**src/rtl/multdiv_pkg.sv**
```systemverilog
`default_nettype none
// ============================================================================
//  Module   : multdiv_pkg
//  Purpose  : Shared widths, divider state encoding and overflow operand
//             constants for the multiply/divide unit.
//  Revision : 1.0  initial release
// ============================================================================
package multdiv_pkg;

  localparam int A_WIDTH = 32;
  localparam int B_WIDTH = 16;

  // Divider state encoding
  localparam logic [1:0] DIV_IDLE  = 2'd0;
  localparam logic [1:0] DIV_RUN   = 2'd1;
  localparam logic [1:0] DIV_FIXUP = 2'd2;
  localparam logic [1:0] DIV_DONE  = 2'd3;

  // Most-negative dividend over -1 is the single signed overflow case
  localparam logic [31:0] DIV_OVF_A = 32'h8000_0000;
  localparam logic [15:0] DIV_OVF_B = 16'hFFFF;

endpackage
`default_nettype wire

```
**src/rtl/div_step.sv**
```systemverilog
`default_nettype none
// ============================================================================
//  Module   : div_step
//  Purpose  : One combinational radix-2 restoring division stage. Shifts the
//             next dividend bit into the partial remainder and subtracts the
//             divisor when it fits.
//  Revision : 1.0  initial release
// ============================================================================
module div_step
  import multdiv_pkg::*;
#(
  parameter int W = B_WIDTH
) (
  input  logic [W:0]   i_rem,
  input  logic         i_bit,
  input  logic [W-1:0] i_div,
  output logic [W:0]   o_rem,
  output logic         o_qbit
);

  logic [W+1:0] w_shift;
  logic [W+1:0] w_trial;

  // One guard bit above the shifted remainder makes the trial sign exact
  assign w_shift = {i_rem, i_bit};
  assign w_trial = w_shift - {2'b00, i_div};

  // Non-negative trial means the divisor fits: keep it, otherwise restore
  assign o_qbit = ~w_trial[W+1];
  assign o_rem  = o_qbit ? w_trial[W:0] : w_shift[W:0];

endmodule
`default_nettype wire

```
**src/rtl/div_module.sv**
```systemverilog
`default_nettype none
// ============================================================================
//  Module   : div_module
//  Purpose  : Iterative signed divider (32-bit dividend / 16-bit divisor),
//             one quotient bit per clock, magnitude datapath with a final
//             sign fixup. Handshake mirrors the companion multiplier.
//  Revision : 1.0  initial release
// ============================================================================
module div_module #(
  parameter int A_WIDTH   = multdiv_pkg::A_WIDTH,
  parameter int B_WIDTH   = multdiv_pkg::B_WIDTH,
  parameter int CNT_WIDTH = 5
) (
  input  logic               clock,
  input  logic               reset,
  input  logic               ctrl_DIV,
  input  logic [A_WIDTH-1:0] data_operandA,
  input  logic [B_WIDTH-1:0] data_operandB,
  output logic [A_WIDTH-1:0] data_result,
  output logic [B_WIDTH-1:0] data_remainder,
  output logic               data_exception,
  output logic               data_inputRDY,
  output logic               data_resultRDY
);

  import multdiv_pkg::*;

  logic [1:0]           r_state;
  logic [CNT_WIDTH-1:0] r_cnt;
  logic [A_WIDTH-1:0]   r_q;
  logic [B_WIDTH:0]     r_rem;
  logic [B_WIDTH-1:0]   r_div;
  logic                 r_sign_q;
  logic                 r_sign_r;
  logic                 r_exc;

  logic [A_WIDTH-1:0]   w_abs_a;
  logic [B_WIDTH-1:0]   w_abs_b;
  logic                 w_div_zero;
  logic                 w_ovf;
  logic                 w_last;
  logic [B_WIDTH:0]     w_rem_nxt;
  logic                 w_qbit;
  logic [A_WIDTH-1:0]   w_q_neg;
  logic [B_WIDTH-1:0]   w_r_neg;
  logic                 w_done;

  // Magnitudes are unsigned, so 32'h8000_0000 naturally becomes 2^31
  assign w_abs_a    = data_operandA[A_WIDTH-1] ? (~data_operandA) + A_WIDTH'(1) : data_operandA;
  assign w_abs_b    = data_operandB[B_WIDTH-1] ? (~data_operandB) + B_WIDTH'(1) : data_operandB;
  assign w_div_zero = (data_operandB == '0);
  assign w_ovf      = (data_operandA == DIV_OVF_A) && (data_operandB == DIV_OVF_B);
  assign w_last     = (r_cnt == CNT_WIDTH'(A_WIDTH - 1));
  assign w_q_neg    = (~r_q) + A_WIDTH'(1);
  assign w_r_neg    = (~r_rem[B_WIDTH-1:0]) + B_WIDTH'(1);

  // Dividend bits leave the top of the quotient register one per cycle
  div_step #(
    .W      (B_WIDTH)
  ) u_step (
    .i_rem  (r_rem),
    .i_bit  (r_q[A_WIDTH-1]),
    .i_div  (r_div),
    .o_rem  (w_rem_nxt),
    .o_qbit (w_qbit)
  );

  // Control FSM plus datapath registers; reset discards any operation in flight
  always_ff @(posedge clock or posedge reset) begin
    if (reset) begin
      r_state  <= DIV_IDLE;
      r_cnt    <= '0;
      r_q      <= '0;
      r_rem    <= '0;
      r_div    <= '0;
      r_sign_q <= 1'b0;
      r_sign_r <= 1'b0;
      r_exc    <= 1'b0;
    end else begin
      case (r_state)
        DIV_IDLE, DIV_DONE: begin
          if (ctrl_DIV) begin
            r_sign_q <= data_operandA[A_WIDTH-1] ^ data_operandB[B_WIDTH-1];
            r_sign_r <= data_operandA[A_WIDTH-1];
            r_cnt    <= '0;
            r_rem    <= '0;
            r_div    <= w_abs_b;
            if (w_div_zero) begin
              r_state <= DIV_DONE;
              r_exc   <= 1'b1;
              r_q     <= '0;
            end else if (w_ovf) begin
              r_state <= DIV_DONE;
              r_exc   <= 1'b1;
              r_q     <= DIV_OVF_A;
            end else begin
              r_state <= DIV_RUN;
              r_exc   <= 1'b0;
              r_q     <= w_abs_a;
            end
          end
        end
        DIV_RUN: begin
          r_q   <= {r_q[A_WIDTH-2:0], w_qbit};
          r_rem <= w_rem_nxt;
          r_cnt <= r_cnt + CNT_WIDTH'(1);
          if (w_last) begin
            r_state <= DIV_FIXUP;
          end
        end
        DIV_FIXUP: begin
          if (r_sign_q) begin
            r_q <= w_q_neg;
          end
          if (r_sign_r) begin
            r_rem <= {1'b0, w_r_neg};
          end
          r_exc   <= 1'b0;
          r_state <= DIV_DONE;
        end
        default: begin
          r_state <= DIV_IDLE;
        end
      endcase
    end
  end

  // Results are only visible in DONE; zero otherwise
  assign w_done         = (r_state == DIV_DONE);
  assign data_resultRDY = w_done;
  assign data_inputRDY  = (r_state == DIV_IDLE) || w_done;
  assign data_result    = w_done ? r_q : '0;
  assign data_remainder = w_done ? r_rem[B_WIDTH-1:0] : '0;
  assign data_exception = w_done & r_exc;

endmodule
`default_nettype wire
```
**config.mk**
```make
export PLATFORM = sky130hd
export DESIGN_NAME = div_module
export DESIGN_NICKNAME = d
export VERILOG_FILES = /design/src/rtl/multdiv_pkg.sv /design/src/rtl/div_step.sv /design/src/rtl/div_module.sv
export SDC_FILE = /design/constraint.sdc
export NUM_CORES = 1
export LEC_CHECK = 0
export CORE_MARGIN = 2
export CORE_UTILIZATION = 45
export CTS_BUF_LIST = sky130_fd_sc_hd__clkbuf_4
export DETAILED_ROUTE_END_ITERATION = 10
export PLACE_DENSITY = 0.81
export SLEW_MARGIN = 0
export SYNTH_ARGS = -nofsm -noshare
export SYNTH_HDL_FRONTEND = slang
export SYNTH_HIERARCHICAL = 1
export SYNTH_SLANG_ARGS = --single-unit
export TNS_END_PERCENT = 100
```
**constraint.sdc**
```tcl
create_clock -name clock -period 2.75 [get_ports clock]
set_input_delay 0.275 -clock clock [delete_from_list [all_inputs] [get_ports clock]]
set_output_delay 0.275 -clock clock [all_outputs]
set_load 0.02 [all_outputs]
```
# Word level (Yosys, flattened, before mapping)
# Index checks and enable logic that the tools add are counted.
# Widths: inputs -> output; s select.
dict set report op_classes {
  addsub 6
  eq_ne 10
  n_reduce_logical 13
  muxes 24
  bitwise 7
}
# operator n
set op_table {}
lappend op_table {{$mux 32} 6}
lappend op_table {{$pmux 32 s3} 1}
lappend op_table {{$add 32x1->32 const B} 2}
lappend op_table {{$not 32->32} 2}
lappend op_table {{$mux 17} 3}
lappend op_table {{$pmux 17 s3} 1}
lappend op_table {{$add 16x1->16 const B} 2}
lappend op_table {{$eq 32x32->1 const B} 1}
lappend op_table {{$mux 16} 2}
lappend op_table {{$not 16->16} 2}
lappend op_table {{$sub 18x16->18} 1}
lappend op_table {{$eq 16x16->1 const B} 1}
lappend op_table {{$logic_not 16->1} 1}
lappend op_table {{$reduce_and 2->1} 6}
lappend op_table {{$pmux 5 s2} 1}
lappend op_table {{$mux 2} 4}
lappend op_table {{$ne 2x2->1 const B} 4}
lappend op_table {{$pmux 2 s3} 1}
lappend op_table {{$add 5x1->5 const B} 1}
lappend op_table {{$eq 5x5->1 const B} 1}
lappend op_table {{$mux 5} 1}
lappend op_table {{$eq 2x2->1 const B} 2}
lappend op_table {{$reduce_bool 2->1} 2}
lappend op_table {{$mux 1} 3}
lappend op_table {{other kinds (9)} 9}
dict set report totals {
  elab_cells 68
  reg_bits 75
  output_inout_bits 51
  in_bits 51
}

# Longest topological paths before layout
dict set report depth {
  ltp_word 7
  mapped_depth 13
  ltp_nobuf 12
}

# Cells and area by module
# Netlist, hierarchy kept.
# mod n_inst seq_area_each_um2 cells_per_inst area_per_inst_um2
set modules_own_cells {}
lappend modules_own_cells {div_module 1 1876.8 732 5891.9}
lappend modules_own_cells {div_step 1 0.0 148 1151.1}

# Worst setup path before layout
# Ideal clock, no wire load.
dict set report synth_path {
  kind {reg2reg}
  from {register r_rem[9]}
  to {register r_rem[10]}
  period_less_slack_ps 2825
  path_slack_ps -75
  n_path_buf 2
  required_time_ps 2615
  arrival_ps 2690
  path_stages_with_launch 12
  setup_ps 135
  cell_sequence {dfrtp_1 ha_1 buf_6 a21oi_1 o211ai_1 a311o_1 nor3_4 xnor2_4 buf_12 mux2_4 a32oi_1 o21ai_0}
}
dict set report synth_between {
  word_cells_on_any_way 6
  cone_classes {add/sub: 2; mux: 3; bitwise: 1}
}
# element line_no
set synth_rtl {}
lappend synth_rtl {{start, declared} div_module.sv:31} ;# logic [B_WIDTH:0] r_rem;
lappend synth_rtl {{start signal, assigned} div_module.sv:105} ;# r_rem <= w_rem_nxt;
lappend synth_rtl {{start signal, assigned} div_module.sv:116} ;# r_rem <= {1'b0, w_r_neg};
lappend synth_rtl {{$sub 18x16->18} div_step.sv:26} ;# assign w_trial = w_shift - {2'b00, i_div};
lappend synth_rtl {{$mux 17 *} div_step.sv:30} ;# assign o_rem = o_qbit ? w_trial[W:0] : w_shift[W:0];
lappend synth_rtl {{via w_rem_nxt[10]} div_module.sv:42} ;# logic [B_WIDTH:0] w_rem_nxt;
lappend synth_rtl {{$pmux 17 s3 *} div_module.sv:80} ;# case (r_state)
# Mark *: on every way through the listed nets, which the timed path passes. The rest lies on a longest branch. The select of a mux whose other input is x is not followed.
# A chain may end at the register's enable or synchronous reset.

# Worst setup path after layout
dict set report layout_path {
  from {register r_div[12]}
  to {register r_rem[10]}
}
dict set report layout_between {
  elab_chain_len 3
}
# element line_no
set layout_rtl {}
lappend layout_rtl {{start, declared} div_module.sv:32} ;# logic [B_WIDTH-1:0] r_div;
lappend layout_rtl {{start signal, assigned} div_module.sv:87} ;# r_div <= w_abs_b;
lappend layout_rtl {{$sub 18x16->18} div_step.sv:26}
lappend layout_rtl {{$mux 17} div_step.sv:30}
lappend layout_rtl {{via w_rem_nxt[10]} div_module.sv:42}
lappend layout_rtl {{$pmux 17 s3} div_module.sv:80}
# The timed path passes the listed nets, and every way through them passes these cells.

==> impl_results.md <==
- Status: finished with violations
- Violated checks: negative setup slack
- CP Max Fanout: 7
- Worst reg-to-reg path cell count: 12
- Core Area: roughly 15000 um^2
- Starting Density: 46.2%
- Root buf cell: clkbuf_4
- CTS sink cnt: 75
- Cells after DPL: ~1200
- Synth cell types: 81
- Die Ht: about 130 um
- Worst path required time: 3.11 ns
- Synthesized flop and latch total: 75
- DRT antenna net count: 0
- Via density: slightly above 6
- H-tree depth: 3
- Synthesis-to-layout area growth: 30.7%
- Post-synthesis area per instance: between 8 and 9 um^2
- Routability Congestion: around 0.95
- Drt first pass iters: 6
- Dpl hpwl: roughly 16000 um
- Crit path launch type: flip-flop
- Number of max-cap violations: 0
- Worst-skew pair later-pin latency: ~0.48 ns
- Vias in the first global route: 6880
- Post-synth EDFFs: 0
- Fin. max-slew vios: 0
- Setup violators final: 14
- Top cell type's share of synthesized area: a little over a quarter
- Grt total ovfl: 0
- Clk_skew: around 0.035 ns
- Worst slew pin tran: roughly 0.77 ns
- RSZ-0062 raised after global routing: yes
- Synth top area cells: dfrtp_1, o21ai_0, ha_1
- Full die area: roughly 17000 um^2
- Slowest cell on the critical path: dfrtp_1
- Largest net degree at the start of global routing: 76
- Power density cells: approximately 1300 nW/um^2
- Commonest non-fill, non-tap cells in the layout: clkdlybuf4s50_1, buf_4, nand2_1
- Sequential share of the synthesized area: about a quarter
- Worst-path cell chain: inv_2 -> ha_4 -> buf_6 -> a21oi_4 -> o211ai_1 -> a311o_1 -> nor3_4 -> xnor2_4 -> buf_6 -> mux2_4 -> a32oi_1 -> o21ai_1
- Delay-heaviest family, CP: compound AO/OA/AOI/OAI gates
- CP arrival: about 3.2 ns
- Synth area leader: dfrtp_1
- Top FF cell, synth: dfrtp_1
- Lkg Pwr: between 3 and 4 nW
- Post-Synthesis Cells: a little under 900
- Die X: about 130 um
- Hold bufs inserted after CTS: 0
- Final Non-Filler Cells: about 1300
- Clock slew at reported path FFs: 0.15 ns
- Worst path depth: 12
- Achievable Freq: between 300 and 400 MHz
- Synthesis warning total: 6
- Hold Violations, Final: 0
- Tcrit/Tclk final: 105%
- CP Class: flip-flop to flip-flop
- CTS Buf Count: 9
- Cell Area, Synth: 7040 um^2
- CP peak stage delay: 0.41 ns
- Wirelength per Cell: 17.9 um
- FP Rows: 45
- Nets: roughly 1100
- CTS tree: yes
- I/O pins: slightly above 100
- First-pass GRT wire length: 35200 um
- Clk buf depth: 2
- Port Buffers: approximately 100
- Post-layout util: 60.3%
- Peak supply drop: 0.000541 V
- CP Capture Type: flip-flop
- Synth async-reset ratio: 100%
- Vias: about 7600
- Hold Crit Class: input pin to asynchronous set/reset pin
- Final WL: 22600 um
- Initial antenna violation count: 1
- Layout cell share with drive strength beyond 1: about 18%
- DR DRC count: 0
- Period minus WS final: roughly 2.9 ns
- Commonest non-fill, non-tap cell in the layout: clkdlybuf4s50_1
- Max transition margin: a little under 50%
- Final worst slack: -0.127 ns
- GRT Total Usage: between 20% and 30%
- Post-Syn Nets: between 900 and 1000
- Buffers & Inverters on Critical Path: 3
- Initial drt markers: 913
- Crit-path most repeated cell: buf_6
## cells by family after synthesis
logic type      Yosys count  share of synthesized area [%]
flops                    75                           26.6
xor+xnor                 66                           8.47
buf+inv                  94                           6.00
compound gates          262                           24.9
mux                      24                           4.00
simple gates            331                           24.9
fa+ha+maj                28                           5.08
## power breakdown
part	total, W	switching, W	leakage [nW]	internal, W
combinational	0.00895	0.00486	2.80	0.00410
clock	0.000822	0.000442	0.0866	0.000380
sequential	0.00227	0.000653	0.929	0.00161
## through the flow
step                       TNS, ns  hold slack (ns)  instance area [um^2]  setup WS (ns)  power, W
after floorplan             -0.148            0.425                  7050        -0.0635   0.00758
after global placement       -3.98            0.490                  8760         -0.170    0.0101
after detailed placement     -5.58            0.512                  8760         -0.234    0.0103
after CTS                 -0.00267            0.219                  9010       -0.00267    0.0113
after global routing         -1.99            0.202                  9200         -0.204    0.0128
final                       -0.769            0.187                  9200         -0.127    0.0120
## cell usage after synthesis (9+ instances only)
master    number
nand2b_1      14
nand3_1       16
or3_1         11
xor2_1        35
dfrtp_1       75
o31ai_1       17
xnor2_1       30
nor3_1        24
ha_1          27
a21oi_1       57
o21ai_0       68
a22oi_1        9
nor4_1        11
a221oi_1      12
clkbuf_1      43
nand4_1       10
and2_1        51
mux2_2         9
mux2i_1        9
nand2_1       82
nor2_1        64
inv_1         37
## worst register-to-register path, cell delays in order (launching register included)
cell and delay, ns:
dfrtp_1 0.41, inv_2 0.09, ha_4 0.21, buf_6 0.13
a21oi_4 0.15, o211ai_1 0.15, a311o_1 0.37, nor3_4 0.27
xnor2_4 0.17, buf_6 0.18, mux2_4 0.31, a32oi_1 0.23
o21ai_1 0.10
## layout make-up
| class | instances | area, um^2 |
|---|---|---|
| well taps | 211 | 264 |
| multi-input cells | 711 | 4910 |
| diodes | 1 | 2.50 |
| inverters | 38 | 143 |
| clock buffers | 10 | 75.1 |
| fillers | 1277 | 6050 |
| flip-flops and latches | 75 | 1880 |
| repair buffers | 207 | 1840 |
| clock inverters | 6 | 90.1 |
## repair_timing
action | in CTS | in global routing
resized for setup | 10 | 37
buffers inserted | 5 | 7
cloned | 0 | 0
setup endpoints to repair | 18 | 18
hold endpoints to repair | 0 | 0
pin swaps | 4 | 15
## flip-flops by register name, indices dropped and copies added (netlist names)
| signal | count |
|---|---|
| r_sign_q | 1 |
| r_exc | 1 |
| r_q | 32 |
| r_div | 16 |
| r_cnt | 5 |
| r_rem | 17 |
| r_sign_r | 1 |
| r_state | 2 |
## path summary, 6_finish.rpt
check,from,slack (ns),endpoint
worst max-delay path,r_div[12],-0.13,r_rem[10]
worst min-delay path,reset,0.19,r_q[7]
worst max register to register,r_div[12],-0.13,r_rem[10]
worst min register to register,r_cnt[0],0.53,r_cnt[0]
max in group asynchronous,reset,2.19,r_q[12]
min in group clock,r_cnt[0],0.53,r_cnt[0]
## routing by layer
layer	vias up	GRT usage, %	wire [um]
li1	3536	-	-
met1	3552	35.9	9310
met2	426	41.6	10400
met3	81	5.66	2110
met4	0	9.97	773
met5	-	0	0
No activity file was read; power rests on OpenSTA's default activity.
